`src/rtl/disp_vramarb.sv`:
```
// Two-requester read arbiter for the shared VRAM AXI AR/R port: M0 (display) has priority, M1 is secondary.
// Optional macro DISP_VRAMARB_STARVE_EN forces an M1 grant after STARVE_MAX consecutive M0 wins while M1 waits.
module disp_vramarb #(
    parameter int AW         = 32,
    parameter int DW         = 32,
    parameter int STARVE_MAX = 4
) (
    input  logic          ACLK,
    input  logic          ARST,
    input  logic [AW-1:0] M0_ARADDR,
    input  logic          M0_ARVALID,
    output logic          M0_ARREADY,
    output logic [DW-1:0] M0_RDATA,
    output logic          M0_RLAST,
    output logic          M0_RVALID,
    input  logic          M0_RREADY,
    input  logic [AW-1:0] M1_ARADDR,
    input  logic          M1_ARVALID,
    output logic          M1_ARREADY,
    output logic [DW-1:0] M1_RDATA,
    output logic          M1_RLAST,
    output logic          M1_RVALID,
    input  logic          M1_RREADY,
    output logic [AW-1:0] S_ARADDR,
    output logic          S_ARVALID,
    input  logic          S_ARREADY,
    input  logic [DW-1:0] S_RDATA,
    input  logic          S_RLAST,
    input  logic          S_RVALID,
    output logic          S_RREADY,
    output logic [1:0]    GRANT
);

    typedef enum logic [1:0] {
        S_IDLE = 2'd0,
        S_ADDR = 2'd1,
        S_DATA = 2'd2
    } state_t;

    state_t        state_r;
    state_t        state_nxt_s;
    logic [1:0]    grant_r;
    logic [AW-1:0] araddr_r;
    logic          arvalid_r;
    logic          grant_new_s;
    logic          pick_m1_s;
    logic          starve_force_s;
    logic          rready_s;
    logic          rlast_hs_s;

    // The starvation counter is 4 bits wide, so the limit must fit in it.
    if (STARVE_MAX < 1 || STARVE_MAX > 15) begin : g_starve_max_unsupported
    end

    assign grant_new_s = (state_r == S_IDLE) && (M0_ARVALID || M1_ARVALID);
    assign rlast_hs_s  = S_RVALID && rready_s && S_RLAST;

`ifdef DISP_VRAMARB_STARVE_EN
    localparam logic [3:0] STARVE_LIM = 4'(STARVE_MAX);
    logic [3:0] starve_cnt_r;

    assign starve_force_s = (starve_cnt_r == STARVE_LIM);

    // Count M0 wins taken while M1 was waiting; any M1 win or uncontested M0 win clears it.
    always_ff @(posedge ACLK or negedge ARST) begin
        if (!ARST) begin
            starve_cnt_r <= 4'd0;
        end else if (grant_new_s) begin
            if (pick_m1_s) begin
                starve_cnt_r <= 4'd0;
            end else if (M1_ARVALID) begin
                starve_cnt_r <= (starve_cnt_r == STARVE_LIM) ? starve_cnt_r : starve_cnt_r + 4'd1;
            end else begin
                starve_cnt_r <= 4'd0;
            end
        end else begin
            starve_cnt_r <= starve_cnt_r;
        end
    end
`else
    assign starve_force_s = 1'b0;
`endif

    // Winner selection among the requests sampled in S_IDLE.
    always_comb begin
        pick_m1_s = 1'b0;
        if (M0_ARVALID && M1_ARVALID) begin
            pick_m1_s = starve_force_s;
        end else if (M1_ARVALID) begin
            pick_m1_s = 1'b1;
        end else begin
            pick_m1_s = 1'b0;
        end
    end

    // State register.
    always_ff @(posedge ACLK or negedge ARST) begin
        if (!ARST) begin
            state_r <= S_IDLE;
        end else begin
            state_r <= state_nxt_s;
        end
    end

    // Next-state logic: one burst at a time, always passing through S_IDLE between bursts.
    always_comb begin
        state_nxt_s = state_r;
        case (state_r)
            S_IDLE: begin
                if (grant_new_s) begin
                    state_nxt_s = S_ADDR;
                end else begin
                    state_nxt_s = S_IDLE;
                end
            end
            S_ADDR: begin
                if (arvalid_r && S_ARREADY) begin
                    state_nxt_s = S_DATA;
                end else begin
                    state_nxt_s = S_ADDR;
                end
            end
            S_DATA: begin
                if (rlast_hs_s) begin
                    state_nxt_s = S_IDLE;
                end else begin
                    state_nxt_s = S_DATA;
                end
            end
            default: state_nxt_s = S_IDLE;
        endcase
    end

    // Owner, latched address and AR valid, all held for the life of the burst.
    always_ff @(posedge ACLK or negedge ARST) begin
        if (!ARST) begin
            grant_r   <= 2'b00;
            araddr_r  <= {AW{1'b0}};
            arvalid_r <= 1'b0;
        end else begin
            case (state_r)
                S_IDLE: begin
                    if (grant_new_s) begin
                        grant_r   <= pick_m1_s ? 2'b10 : 2'b01;
                        araddr_r  <= pick_m1_s ? M1_ARADDR : M0_ARADDR;
                        arvalid_r <= 1'b1;
                    end else begin
                        grant_r   <= 2'b00;
                        arvalid_r <= 1'b0;
                    end
                end
                S_ADDR: begin
                    if (S_ARREADY) begin
                        arvalid_r <= 1'b0;
                    end else begin
                        arvalid_r <= 1'b1;
                    end
                end
                S_DATA: begin
                    if (rlast_hs_s) begin
                        grant_r <= 2'b00;
                    end else begin
                        grant_r <= grant_r;
                    end
                end
                default: begin
                    grant_r   <= 2'b00;
                    arvalid_r <= 1'b0;
                end
            endcase
        end
    end

    // Output routing: AR ready and R channel go only to the current owner; everything else reads 0.
    always_comb begin
        M0_ARREADY = 1'b0;
        M1_ARREADY = 1'b0;
        M0_RVALID  = 1'b0;
        M0_RLAST   = 1'b0;
        M0_RDATA   = {DW{1'b0}};
        M1_RVALID  = 1'b0;
        M1_RLAST   = 1'b0;
        M1_RDATA   = {DW{1'b0}};
        rready_s   = 1'b0;
        case (state_r)
            S_ADDR: begin
                M0_ARREADY = grant_r[0] & S_ARREADY;
                M1_ARREADY = grant_r[1] & S_ARREADY;
            end
            S_DATA: begin
                M0_RVALID = grant_r[0] & S_RVALID;
                M0_RLAST  = grant_r[0] & S_RLAST;
                M0_RDATA  = grant_r[0] ? S_RDATA : {DW{1'b0}};
                M1_RVALID = grant_r[1] & S_RVALID;
                M1_RLAST  = grant_r[1] & S_RLAST;
                M1_RDATA  = grant_r[1] ? S_RDATA : {DW{1'b0}};
                rready_s  = (grant_r[0] & M0_RREADY) | (grant_r[1] & M1_RREADY);
            end
            default: begin
                rready_s = 1'b0;
            end
        endcase
    end

    assign S_ARADDR  = araddr_r;
    assign S_ARVALID = arvalid_r;
    assign S_RREADY  = rready_s;
    assign GRANT     = grant_r;

endmodule

```
`config.mk`:
```
export PLATFORM = sky130hd
export DESIGN_NAME = disp_vramarb
export DESIGN_NICKNAME = d
export VERILOG_FILES = /design/src/rtl/disp_vramarb.sv
export SDC_FILE = /design/constraint.sdc
export NUM_CORES = 1
export LEC_CHECK = 0
export BUFFER_PORTS_ARGS = -buffer_cell sky130_fd_sc_hd__buf_2
export CORE_AREA = 2 2 84 86
export CTS_BUF_LIST = sky130_fd_sc_hd__clkbuf_4 sky130_fd_sc_hd__clkbuf_8
export DETAILED_ROUTE_END_ITERATION = 6
export DIE_AREA = 0 0 86 88
export PLACE_DENSITY = 0.74
export SLEW_MARGIN = 10
export SYNTH_ARGS = -nofsm -noshare
export SYNTH_HDL_FRONTEND = slang
export SYNTH_SLANG_ARGS = --single-unit
```
`constraint.sdc`:
```
create_clock -name ACLK -period 1.3 [get_ports ACLK]
set_input_delay 0 -clock ACLK [delete_from_list [all_inputs] [get_ports ACLK]]
set_output_delay 0 -clock ACLK [all_outputs]
set_load 0.05 [all_outputs]
```
==> out/metrics.cfg <==
[run_status]
violations = negative setup slack
status = complete, but fails checks

[yosys]
yosysUniqueCellTypes = 24
syn_avg_cell_area_um2 = 9.95
synth_nets = 325
yosysSeqAreaShare_pct = 42.3
synth_warnings = 0
syn_area_mm2 = 0.00219
synthCells = 220
yosys_register_bits = 37

[floorplanning]
row_count = 30
die_h_um = 88
io_pins = 211
die_w_um = 86
start_util_pct = 33.0
core_mm2 = 0.00664
die_area_mm2 = 0.00757

[final_layout]
syn2layout_area_growth_pct = 115
diodes = 0
fin_util_pct = 70.9
drive_gt1_share_pct = 74.4
layout_commonest_cell = buf_2
layout_common_cells = buf_2, buf_8, and3_4
final-seq-area_um2 = 931
nFillCells = 451
multi_input_area_mm2 = 0.00138
finalNetCount = 553

[critical_path]
reg2reg_depth = 6
path_max_fanout = 17
worstSetupEndpointType = output port
arrival_ns = 1.59
startpoint_type = register
crit_type = register to output port
crit_required_ns = 1.30

[timing]
worstMarginPinSlew_ns = 0.449
relSlewSlack_pct = 70.0
finalHoldViolCount = 0
finalCriticalPeriod_ns = 1.59
layout_worst_path_cycle_share_pct = 122
fmax_mhz = 628
setup_slack_ns = -0.291
drv_slew = 0
finalSetupTns_ns = -19.74
clock_skew_ns = 0.00551
rsz0062_at_grt = yes
setup_viol = 104

[route]
vias = 2813
dr.first_iter.drc_count = 52
drc = 0
first_pass_iters = 6
wirelength_um = 9840
drtAntennaViolNets = 0
wl_per_cell_um = 18.6
viasPerCell = 5.32

[global_route]
grt_util_all_layers_pct = 20.5
antenna_found_initial = 0
first_global_vias = 2585
grt_first_pass_wirelength_um = 12400
grt_max_degree = 71
overflow = 0

[placed_design]
routabilityCongestion = 0.715
portBuffers = 210
dp_hpwl_um = 5830

[clocking]
clkTransAtPathRegs_ns = 0.07
clock_path_buffers = 2
cts_root_buffer = clkbuf_8
worstSkewPairLatency_ns = 0.28
cts_sinks = 37
h-tree-depth = 2
cts_buffers = 5
cts_tree = done

[power_and_ir_drop]
p_leak_uw = 0.00259
vdd_drop_max_v = 0.00198
powerDensity_mw_per_mm2 = 1960

[flow_run]
maxCapViolCount = 0

[hold_path]
min_path_cells = 3
min_path_type = input pin to register

-- where the power goes --
group          leakage [µW]  internal, µW  total [µW]  switching, µW
logic               0.00208          2200        6110           3910
clock network     0.0000619           647        1050            407
registers          0.000452          1710        2070            359
total               0.00259          4560        9230           4670
-- cell families after synthesis --
logic type,Yosys count,share of synthesized area (%)
AOI/OAI and AO/OA,72,26.2
buffers and inverters,27,6.63
DFF,37,42.3
muxes,1,0.457
and+or+nand+nor,83,24.5
-- worst paths after layout --
path	from	to	slack [ns]
worst max-delay path	state_r[0]$_DFF_PN0_	M0_RDATA[14]	-0.29
worst min register to register	S_ARADDR[29]$_DFFE_PN0P_	S_ARADDR[29]$_DFFE_PN0P_	0.47
min in group asynchronous	ARST	S_ARADDR[9]$_DFFE_PN0P_	0.22
worst min-delay path	M0_ARADDR[0]	S_ARADDR[0]$_DFFE_PN0P_	0.008
max in group asynchronous	ARST	S_ARADDR[15]$_DFFE_PN0P_	0.56
worst max register to register	state_r[0]$_DFF_PN0_	S_ARADDR[25]$_DFFE_PN0P_	-0.11
-- critical path: stages, from the launching register on --
cell and delay [ns]:
dfrtp_2 0.47, nor2b_4 0.15, buf_12 0.16, buf_12 0.15, and3_2 0.21, buf_6 0.17
-- metal layers --
metal  global-route usage [%]  wire length (µm)  vias to the layer above  share of wire [%]
li1                         -                 -                     1282                  -
met1                     24.5              3880                     1363                 39
met2                     38.1              5220                      158                 53
met3                     3.77               654                       10                6.6
met4                     4.33                91                        0               0.92
met5                        0                 0                        -                  0
-- synth_stat cells --
library cell  instances  share of area (%)
a22o_2                1               0.46
and2_1                2               0.57
nor2b_1               1               0.29
a22o_1               32                 13
nor2_1                1               0.17
or2b_1                1               0.34
and2b_1               1               0.34
buf_6                 5                2.6
and3_1               71                 20
o22ai_1               1               0.29
nand2_1               3               0.51
a21oi_1               1               0.23
a21o_1               32                 11
nand2b_1              1               0.29
nor4b_4               1                1.1
o21ai_0               2               0.46
o211ai_1              1               0.34
dfrtp_1              37                 42
buf_2                 5                1.1
o21ai_1               1               0.23
nor3b_2               1               0.57
clkbuf_1             17                2.9
o2bb2ai_1             1               0.40
mux2i_1               1               0.46
-- layout make-up --
| cell class | count | area share [%] |
|---|---|---|
| clock buffers | 7 | 1.91 |
| clock inverters | 1 | 0.638 |
| multi-input cells | 156 | 29.2 |
| flip-flops and latches | 37 | 19.8 |
| well taps | 80 | 2.13 |
| repair buffers | 248 | 46.3 |
-- registers in the layout (all words and copies together) (netlist names) --
| register | count |
|---|---|
| GRANT | 2 |
| S_ARADDR | 32 |
| S_ARVALID | 1 |
| state_r | 2 |
-- per-stage QoR --
| step | cells | hold WS [ns] | power [µW] | setup WS (ns) | area, µm² |
|---|---|---|---|---|---|
| after global routing | 529 | 0.0102 | 9640 | -0.340 | 4710 |
| after floorplan | 220 | -0.296 | 5790 | -0.0461 | 2290 |
| after detailed placement | 497 | -0.0242 | 7200 | -0.0831 | 3480 |
| after global placement | 497 | -0.0258 | 7110 | -0.0496 | 3480 |
| final | 529 | 0.00758 | 9230 | -0.291 | 4710 |
| after CTS | 513 | 0.00324 | 8460 | -0.236 | 4130 |
-- what timing repair did --
action | in CTS | in global routing
pin swaps | 3 | 10
gates cloned | 0 | 11
gates resized for setup | 145 | 87
endpoints found under the hold margin | 25 | 0
hold buffers | 8 | 0
buffers inserted | 0 | 5
endpoints found under the setup margin | 104 | 106
Note: power is estimated with default switching activity, not from simulation.
